## src/rtl/tx_8b10b_burst_sched.sv

```systemverilog
// rtl/tx_8b10b_burst_sched.sv - burst framer feeding a combinational 8b/10b encoder; owns running disparity
// Optional periodic comma insertion in DATA: define TX_BURST_COMMA_INSERT_EN.
module tx_8b10b_burst_sched #(
  parameter int SYNC_LEN     = 4,
  parameter int MAX_FILL     = 16,
  parameter int COMMA_PERIOD = 64
) (
  input  logic       clk,
  input  logic       rst_n,
  input  logic       s_valid,
  input  logic [7:0] s_data,
  input  logic       s_last,
  output logic       s_ready,
  output logic [7:0] enc_data,
  output logic       enc_k,
  output logic       enc_rd_in,
  input  logic       enc_rd_out,
  output logic       sym_valid,
  output logic       busy,
  output logic       underrun_err
);

  localparam logic [7:0] SYM_SYNC  = 8'hBC;
  localparam logic [7:0] SYM_START = 8'hFB;
  localparam logic [7:0] SYM_END   = 8'hFD;
  localparam logic [7:0] SYM_FILL  = 8'h1C;

  if (SYNC_LEN < 1 || SYNC_LEN > 255 || MAX_FILL < 1 || MAX_FILL > 255 ||
      COMMA_PERIOD < 2 || COMMA_PERIOD > 1023) begin : g_bad_params
    $error("tx_8b10b_burst_sched: parameter out of range");
  end

  typedef enum logic [2:0] {IDLE, SYNC, SOB, DATA, EOB, FLUSH} state_t;

  state_t     state, state_nxt;
  logic [7:0] sync_cnt;
  logic [7:0] fill_cnt;
  logic       abort;
  logic       rd;
  logic       handshake;
  logic       sync_done;
  logic       fill_done;
  logic       comma_now;
  logic       sym_nxt;
  logic [7:0] data_nxt;
  logic       k_nxt;
  logic       underrun_nxt;

  assign handshake = s_valid & s_ready;
  assign sync_done = (sync_cnt == 8'(SYNC_LEN - 1));
  assign fill_done = (fill_cnt == 8'(MAX_FILL - 1));
  assign enc_rd_in = rd;

`ifdef TX_BURST_COMMA_INSERT_EN
  logic [9:0] comma_cnt;

  assign comma_now = (state == DATA) && (comma_cnt == 10'(COMMA_PERIOD));

  always_ff @(posedge clk or negedge rst_n) begin
    if (!rst_n) begin
      comma_cnt <= 10'd0;
    end else if (state == SOB || comma_now) begin
      comma_cnt <= 10'd0;
    end else if (state == DATA && handshake && comma_cnt != 10'h3FF) begin
      comma_cnt <= comma_cnt + 10'd1;
    end
  end
`else
  assign comma_now = 1'b0;
`endif

  always_ff @(posedge clk or negedge rst_n) begin
    if (!rst_n) state <= IDLE;
    else        state <= state_nxt;
  end

  always_comb begin
    state_nxt = state;
    case (state)
      IDLE:  if (s_valid) state_nxt = SYNC;
      SYNC:  if (sync_done) state_nxt = SOB;
      SOB:   state_nxt = DATA;
      DATA: begin
        if (comma_now)                    state_nxt = DATA;
        else if (handshake && s_last)     state_nxt = EOB;
        else if (!handshake && fill_done) state_nxt = EOB;
      end
      EOB:   state_nxt = abort ? FLUSH : IDLE;
      FLUSH: if (handshake && s_last) state_nxt = IDLE;
      default: state_nxt = IDLE;
    endcase
  end

  // Each state's symbol choice is registered and shows on enc_* one cycle later.
  always_comb begin
    s_ready      = 1'b0;
    busy         = (state != IDLE);
    sym_nxt      = 1'b0;
    data_nxt     = enc_data;
    k_nxt        = enc_k;
    underrun_nxt = 1'b0;
    case (state)
      SYNC: begin
        sym_nxt  = 1'b1;
        data_nxt = SYM_SYNC;
        k_nxt    = 1'b1;
      end
      SOB: begin
        sym_nxt  = 1'b1;
        data_nxt = SYM_START;
        k_nxt    = 1'b1;
      end
      DATA: begin
        s_ready = !comma_now;
        sym_nxt = 1'b1;
        if (comma_now) begin
          data_nxt = SYM_SYNC;
          k_nxt    = 1'b1;
        end else if (handshake) begin
          data_nxt = s_data;
          k_nxt    = 1'b0;
        end else begin
          data_nxt     = SYM_FILL;
          k_nxt        = 1'b1;
          underrun_nxt = fill_done;
        end
      end
      EOB: begin
        sym_nxt  = 1'b1;
        data_nxt = SYM_END;
        k_nxt    = 1'b1;
      end
      FLUSH: s_ready = 1'b1;
      default: ;
    endcase
  end

  always_ff @(posedge clk or negedge rst_n) begin
    if (!rst_n) begin
      sym_valid    <= 1'b0;
      enc_data     <= 8'h00;
      enc_k        <= 1'b0;
      underrun_err <= 1'b0;
      rd           <= 1'b0;
      sync_cnt     <= 8'd0;
      fill_cnt     <= 8'd0;
      abort        <= 1'b0;
    end else begin
      sym_valid    <= sym_nxt;
      enc_data     <= data_nxt;
      enc_k        <= k_nxt;
      underrun_err <= underrun_nxt;
      if (sym_valid) rd <= enc_rd_out;
      sync_cnt <= (state == SYNC && !sync_done) ? sync_cnt + 8'd1 : 8'd0;
      if (state == SOB) begin
        fill_cnt <= 8'd0;
      end else if (state == DATA && !comma_now) begin
        if (handshake)               fill_cnt <= 8'd0;
        else if (fill_cnt != 8'hFF)  fill_cnt <= fill_cnt + 8'd1;
      end
      if (underrun_nxt)                                abort <= 1'b1;
      else if (state == FLUSH && handshake && s_last)  abort <= 1'b0;
    end
  end

endmodule

```

## config.mk

```make
export PLATFORM = sky130hd
export DESIGN_NAME = tx_8b10b_burst_sched
export DESIGN_NICKNAME = d
export VERILOG_FILES = /design/src/rtl/tx_8b10b_burst_sched.sv
export SDC_FILE = /design/constraint.sdc
export NUM_CORES = 1
export LEC_CHECK = 0
export ABC_AREA = 1
export BUFFER_PORTS_ARGS = -buffer_cell sky130_fd_sc_hd__buf_2
export CAP_MARGIN = 20
export CORE_MARGIN = 1
export CORE_UTILIZATION = 45
export DETAILED_ROUTE_END_ITERATION = 12
export PLACE_DENSITY = 0.65
export SYNTH_ARGS = -nofsm -noshare
export SYNTH_HDL_FRONTEND = slang
export SYNTH_SLANG_ARGS = --single-unit
```

## constraint.sdc

```tcl
create_clock -name clk -period 1.5 [get_ports clk]
set_input_delay 0.075 -clock clk [delete_from_list [all_inputs] [get_ports clk]]
set_output_delay 0.075 -clock clk [all_outputs]
set_load 0.03 [all_outputs]
```

Yosys cells after proc, flatten, opt, wreduce, memory -nomap -nowiden. Index checks and enable logic that the tools add are counted.

Output and inout port bits: 14. Bits in registers: 32.

Reductions and logical operators: 19. $add $sub $neg: 2. Equal/unequal tests: 12. Bitwise operators: 1. Muxes and demuxes: 22.

Operator list (count): 2-to-1 mux 8 bit (6); case mux 8 bit (4 select lines) (1); 2-to-1 mux 3 bit (6); case mux 3 bit (6 select lines) (1); adder 8 x 1 -> 8 bit (second input constant) (2); == test 8 x 2 -> 1 bit (second input constant) (1); == test 8 x 4 -> 1 bit (second input constant) (1); != test 8 bit (second input constant) (1); 2-to-1 mux 1 bit (7); == test 3 x 2 -> 1 bit (second input constant) (2); == test 3 bit (second input constant) (2); != test 2 bit (second input constant) (3); nonzero test 2 bit (3); nonzero test 3 bit (2); logical AND 1 bit (5); AND reduction 4 bit (1); nonzero test 4 bit (1); OR reduction 4 bit (1); == test 3 x 1 -> 1 bit (second input constant) (1); logical NOT 3 bit (1); != test 3 bit (second input constant) (1); OR reduction 3 bit (1); logical NOT 1 bit (2); case mux 1 bit (2 select lines) (1); other kinds (3) (3).

Longest topological paths before layout. Gate-level depths: netlist of run 1.

Depth after elaboration: 9. Mapped depth: 9. Mapped depth without buffers: 9.

Least setup slack after synthesis of run 1. OpenSTA, ideal clock, no wires.

Path type: register -> register. Start point: register state[1]. End point: register state[0]. Stages on the path, launching flop included: 9. Data arrival time: 1319 ps. Clock period less this slack: 1438 ps. Required time: 1381 ps. Slack: 62 ps. Cell sequence: dfrtp_1 inv_2 nand3_1 nand2_1 o21ai_0 inv_1 nand2_1 nand3_1 nand2_1.

Longest elaborated chain between the ends: 8. Elaborated cells on any way between the ends: 19. Classes of those cells: eq/ne: 9; mux: 3; bitwise: 1; reduce/logical: 6.

Ends and longest elaborated chain: from (decl) (line 35) `state_t state, state_nxt;`; from (signal assigned) (line 74) `else state <= state_nxt;`; == test 3 x 2 -> 1 bit / == test 3 bit (equally long branches) (line 102) `case (state)`; OR reduction 2 bit (no source line) *; 2-to-1 mux 1 bit * (line 102); named net s_ready (line 13) `output logic s_ready,`; bitwise AND 1 bit * (line 49) `assign handshake = s_valid & s_ready;`; logical NOT 1 bit (line 86) `else if (!handshake && fill_done) state_nxt = EOB;`; logical AND 1 bit (line 86); != test 3 bit (no source line); AND reduction 4 bit (no source line).

The timed path passes the listed nets; every way through them passes the cells marked *. A chain may end at the register's enable or synchronous reset.

Worst setup path in the final report of run 1.
Start point: register fill_cnt[1]. End point: register state[2].

Longest elaborated chain between the ends: 4.

Ends and longest elaborated chain: from (decl) (line 37) `logic [7:0] fill_cnt;`; from (signal assigned) (line 159) `else if (fill_cnt != 8'hFF) fill_cnt <= fill_cnt + 8'd1;`; == test 8 x 4 -> 1 bit (line 51) `assign fill_done = (fill_cnt == 8'(MAX_FILL - 1));`; logical AND 1 bit (line 86); != test 3 bit (no source line); AND reduction 4 bit (no source line).

No other way between the ends.

==> impl_metrics.yaml, run 1 <==
timing:
  fin_tns_setup_ps: 0
  fmax_mhz: 703
  tightest_slew_ps: 401
  maxSlewHeadroom_pct: 73.3
  rsz0062_at_grt: "false"
  setup_violations: 0
  skew_ps: 5.56
  holdWs_ps: 13.8
  hold_viol: 0
  period_needed_ps: 1420
  drv_slew: 0
  fin_crit_sh_pct: 94.9
placement:
  gp_congestion: 0.798
  port_buffers: 26
  post-dp-hpwl_um: 2730
layout:
  nNetsFinal: 290
  final_layout_size_suffix_gt1_share_pct: 26.1
  area_delta_synth_final_pct: 25.5
  fin_util_pct: 61.4
  insertedDiodeCount: 0
routing:
  wl_met2_um: 1760
  drc: 0
  final_antenna_net_count: 0
  drt_pass1_iterations: 4
  drt_iter0_drc: 85
  highest_layer: "met4"
  vias: 1541
  drt-total-wl_um: 3680
  viasPerCell: 4.79
  wl_met3_um: 154
  wl_per_cell_um: 11.4
  met1Wirelength_um: 1690
yosys:
  synth-compound-area-share_pct: 7.81
  synth_cell_types: 24
  syn_inst: 224
  synth-edff-count: 0
  synth_top_family_by_area: "simple AND/OR/NAND/NOR gates"
  async_flop_share_pct: 100
  synth_common_cells: "64 x nand2_1, 32 x dfrtp_1, 32 x nor2_1, 27 x inv_1, 20 x nand3_1"
  synth_top_area_share_pct: 47.2
  ys_warn_count: 0
  synth.area.top_cells: "dfrtp_1 47%, nand2_1 14%, nor2_1 7.1%"
  synth_nets: 239
  synth_seq_cells: 32
  ys_seq_area_share_pct: 47.2
  yosysMostFrequentCell: "nand2_1"
  netlist_area_mm2: 0.00170
  synth_fa_ha_area_share_pct: 1.47
  synthMuxAreaShare_pct: 0.663
  yosysTopAreaCell: "dfrtp_1"
  ys.flop_type: "dfrtp_1"
  avgSynthCellArea_um2: 7.58
  synth_xor_area_share_pct: 0.516
  synth-simple-area-share_pct: 34.1
run:
  cap_violations: 0
global_routing:
  grt_pass1_vias: 1462
  grtUsageTotal_pct: 20.4
  grt_max_degree: 33
  antenna_found_initial: 0
  grt_pass1_wl_um: 6180
  overflow: 0
critical_path:
  arrival_ps: 1640
  critical_path_class: "reg -> reg"
  start_kind: "flip-flop"
  crit_path_end_kind: "flip-flop"
  required_ps: 1710
  critPathMaxFanout: 3
power:
  power-per-cell-area_mw_per_mm2: 1720
  ir_drop_mv: 1.07
  switching_share_pct: 42.8
  p_leak_nw: 1.15
  p_int_w: 0.00209
  seqPwrFrac_pct: 33.6
  p_sw_w: 0.00157
  p_total_w: 0.00366
  comb_power_share_pct: 48.1
  pwr-share-clk_pct: 18.4
die:
  die_w_um: 63.4
  fp.dieArea_mm2: 0.00402
  core_area_mm2: 0.00347
  start_util_pct: 49.0
  rows: 21
  io_pins: 27
  die_h_um: 63.4
clock_tree:
  clk_pin_slew_ps: 60
  clock_latency_ps: 280
  numCtsBuffers: 5
  cts_tree: "built"
  cts_root_buffer: "clkbuf_8"
  cts_max_level: 2
  cts_num_sinks: 32
  clk_path_buf_depth: 2
hold_path:
  worstHoldPathType: "in -> reg"
status:
  status: "finished clean"
-- worst paths after layout --
path	startpoint	to	slack (ps)	cells past startpoint
max in group asynchronous	rst_n	state[2]	850	3
worst min register to register	sync_cnt[0]	sync_cnt[0]	460	1
worst min-delay path	s_data[6]	enc_data[6]	10	3
min in group asynchronous	rst_n	fill_cnt[1]	340	3
worst max register to register	fill_cnt[1]	state[2]	80	7
worst max-delay path	fill_cnt[1]	state[2]	80	7
-- layout make-up --
type / count / area, um2
fillers: 343 / 1340
flip-flops and latches: 32 / 803
multi-input cells: 159 / 772
repair buffers: 47 / 295
inverters: 30 / 113
clock buffers: 8 / 90.1
well taps: 46 / 57.6
-- routing by layer --
| metal | vias to the layer above | global-route usage, % |
|---|---|---|
| li1 | 815 | - |
| met1 | 683 | 25.1 |
| met2 | 35 | 32.7 |
| met3 | 8 | 4.89 |
| met4 | 0 | 11.4 |
| met5 | - | 0 |
-- stage by stage --
step	cells	area [um2]	setup slack, ps
floorplan	224	1700	61.7
global placement	310	1990	28.5
detailed placement	310	1990	40.7
CTS	320	2100	30.0
global route	322	2130	19.1
finish	322	2130	77.2
-- power groups by stage --
| stage | logic [W] | registers, W | clock network (W) |
|---|---|---|---|
| final | 0.00176 | 0.00123 | 0.000672 |
| after global routing | 0.00194 | 0.00125 | 0.000727 |
| after CTS | 0.00168 | 0.00124 | 0.000696 |
| after detailed placement | 0.00167 | 0.00124 | 0 |
| after global placement | 0.00168 | 0.00124 | 0 |
| after floorplan | 0.000922 | 0.00145 | 0 |
-- placed cells by master, fill, tap and decap left out, types with 3 or more instances in the layout --
cell and n:
inv_2 3, nand3_1 20, o21ai_0 7, buf_2 25, buf_4 19, nor2_1 32
o21ai_2 3, inv_1 27, dfrtp_1 30, nand2_2 3, a21oi_1 8, nand2_1 63
nand4_1 5, nand3_2 3, clkbuf_8 6
-- registers in the layout, indices dropped and copies added (netlist names) --
signal	flops
sym_valid	1
enc_data	8
state	3
sync_cnt	8
enc_k	1
enc_rd_in	1
abort	1
fill_cnt	8
underrun_err	1
-- logic make-up (layout without fill, tap and decap cells) --
logic type / count (synthesis) / count (layout)
muxes: 1 / 1
adders and majority gates: 2 / 2
DFF: 32 / 32
xor gates and xnor gates: 1 / 1
buffers and inverters: 33 / 85
AOI/OAI and AO/OA: 23 / 23
and+or+nand+nor: 132 / 132
-- timing repair --
item,CTS,global route
hold buffers,2,0
endpoints found under the setup margin,1,15
buffers inserted,0,2
resized for setup,1,5
hold endpoints to repair,33,0
-- worst max-delay path: stages (launching register included) --
cell and delay, ps:
dfrtp_1 350, ha_1 190, nand3_1 160, nor2_1 290, nand3_2 120, nand2_1 100
nand3_1 70, nand2_1 70
(Power assumes the default switching activity.)
==> run 2, diff against run 1 <==
--- a/config.mk
+++ b/config.mk
@@ -11,7 +11,7 @@
 export CORE_MARGIN = 1
 export CORE_UTILIZATION = 45
 export DETAILED_ROUTE_END_ITERATION = 12
-export PLACE_DENSITY = 0.65
+export PLACE_DENSITY = 0.66
 export SYNTH_ARGS = -nofsm -noshare
 export SYNTH_HDL_FRONTEND = slang
 export SYNTH_SLANG_ARGS = --single-unit
==> impl_metrics.yaml, run 2 (same netlist as run 1, synthesis figures left out) <==
timing:
  fin_crit_sh_pct: 94.9
  maxSlewHeadroom_pct: 52.4
  holdWs_ps: 7.59
  skew_ps: 2.04
  period_needed_ps: 1420
  hold_viol: 0
  tightest_slew_ps: 713
  drv_slew: 0
  setup_violations: 0
  fmax_mhz: 703
  rsz0062_at_grt: "true"
routing:
  drt-total-wl_um: 3630
  wl_per_cell_um: 11.4
  vias: 1553
  viasPerCell: 4.88
  drt_iter0_drc: 66
  final_antenna_net_count: 0
  drc: 0
  drt_pass1_iterations: 4
layout:
  layout_common_cells: "63 x nand2_1, 30 x nor2_1, 30 x dfrtp_1"
  regArea_um2: 803
  n_fill_cell: 328
  area_delta_synth_final_pct: 24.5
  multiInputGateArea_um2: 785
  insertedDiodeCount: 0
  finalNonFillerCells: 318
  final_layout_size_suffix_gt1_share_pct: 26.5
  layout_commonest_cell: "nand2_1"
  largestRegisters: "enc_data x8, fill_cnt x8, sync_cnt x8"
  stdcell_area_mm2: 0.00211
  nNetsFinal: 286
hold_path:
  worstHoldPathType: "in -> reg"
  hold_depth: 3
  min_from: "s_data[0]"
  min_to: "enc_data[0]"
critical_path:
  cp_slowest_cell: "dfrtp_2"
  crit_chain: "inv_2 -> buf_4 -> nand3_2 -> nand2_2 -> clkbuf_4"
  required_ps: 1420
  cp-startpoint: "state[2]"
  start_kind: "flip-flop"
  crit_cells: 5
  arrival_ps: 1350
  critical_path_class: "reg -> out"
  r2r-start: "state[2]"
  timing.rr.end: "fill_cnt[7]"
  path_buf_inv: 3
  reg2reg_slack_ps: 100
  critPathMaxFanout: 7
  reg2reg_depth: 7
  crit_path_end_kind: "output pin"
  worst_path_largest_cell_delay_ps: 450
  critPathTopFamily: "flip-flops"
run:
  cap_violations: 0
status:
  status: "finished clean"
placement:
  port_buffers: 26
  dp_cells: 307
  gp_congestion: 0.826
  post-dp-hpwl_um: 2730
  postPlaceCellArea_mm2: 0.00196
clock_tree:
  clk_pin_slew_ps: 60
  clk_path_buf_depth: 2
  numCtsBuffers: 5
  cts_num_sinks: 32
  cts_max_level: 2
  cts_tree: "built"
  clock_latency_ps: 280
  cts_root_buffer: "clkbuf_8"
power:
  power-per-cell-area_mw_per_mm2: 1690
  p_leak_nw: 1.13
  ir_drop_mv: 1.07
  p_total_w: 0.00357
die:
  start_util_pct: 49.0
  io_pins: 27
  die_w_um: 63.4
  rows: 21
  core_area_mm2: 0.00347
  fp.dieArea_mm2: 0.00402
  die_h_um: 63.4
global_routing:
  grt_max_degree: 33
  antenna_found_initial: 0
  grt_pass1_vias: 1506
  grtUsageTotal_pct: 21.1
  overflow: 0
  grt_pass1_wl_um: 6530
[run 2: worst max path at each step]
stage and to:
2_1_floorplan state[0], 3_3_place_gp fill_cnt[5], 3_5_place_dp fill_cnt[5], 4_1_cts fill_cnt[5], 5_1_grt s_ready, 6_report s_ready
[run 2: repair_timing]
| item | in CTS | in global routing |
|---|---|---|
| setup endpoints to repair | 0 | 19 |
| hold endpoints to repair | 33 | 0 |
| hold buffers | 2 | 0 |
| gates resized for setup | 0 | 10 |
| setup buffers | 0 | 1 |
[run 2: power by group]
part | leakage (nW) | internal [W] | switching, W
Combinational | 0.677 | 0.000585 | 0.00108
Clock | 0.0455 | 0.000374 | 0.000291
Sequential | 0.404 | 0.00108 | 0.000159
[run 2: layout make-up]
| type | instances | area share (%) |
|---|---|---|
| Tap cell | 46 | 2.72 |
| Multi-Input combinational cell | 159 | 37.1 |
| Inverter | 30 | 5.33 |
| Sequential cell | 32 | 38.0 |
| Clock buffer | 8 | 4.26 |
| Timing Repair Buffer | 43 | 12.6 |
[run 2: worst reg2reg max path, stage by stage, from the launching register on]
cell and delay, ps:
dfrtp_2 450, buf_4 160, nor2_4 190, nand2_2 120, nand3_2 120, nand2_4 110
nand2_1 90, nand2_1 50
[run 2: stage by stage]
stage | TNS, ps | util [%] | worst slack (ps)
after floorplan | 0 | - | 61.7
after global placement | 0 | 56.6 | 63.2
after detailed placement | 0 | 56.6 | 34.9
after CTS | 0 | 59.8 | 12.6
after global routing | -11.9 | 60.9 | -9.71
final | 0 | 60.9 | 77.1
[run 2: routing by layer]
| layer | vias up | global-route usage, % | share of wire (%) | wire (um) |
|---|---|---|---|---|
| met5 | - | 0 | 0 | 0 |
| met3 | 5 | 5.98 | 3.1 | 112 |
| met2 | 23 | 35.6 | 50 | 1810 |
| li1 | 808 | - | - | - |
| met4 | 0 | 6.82 | 1.5 | 53 |
| met1 | 717 | 25.8 | 46 | 1660 |
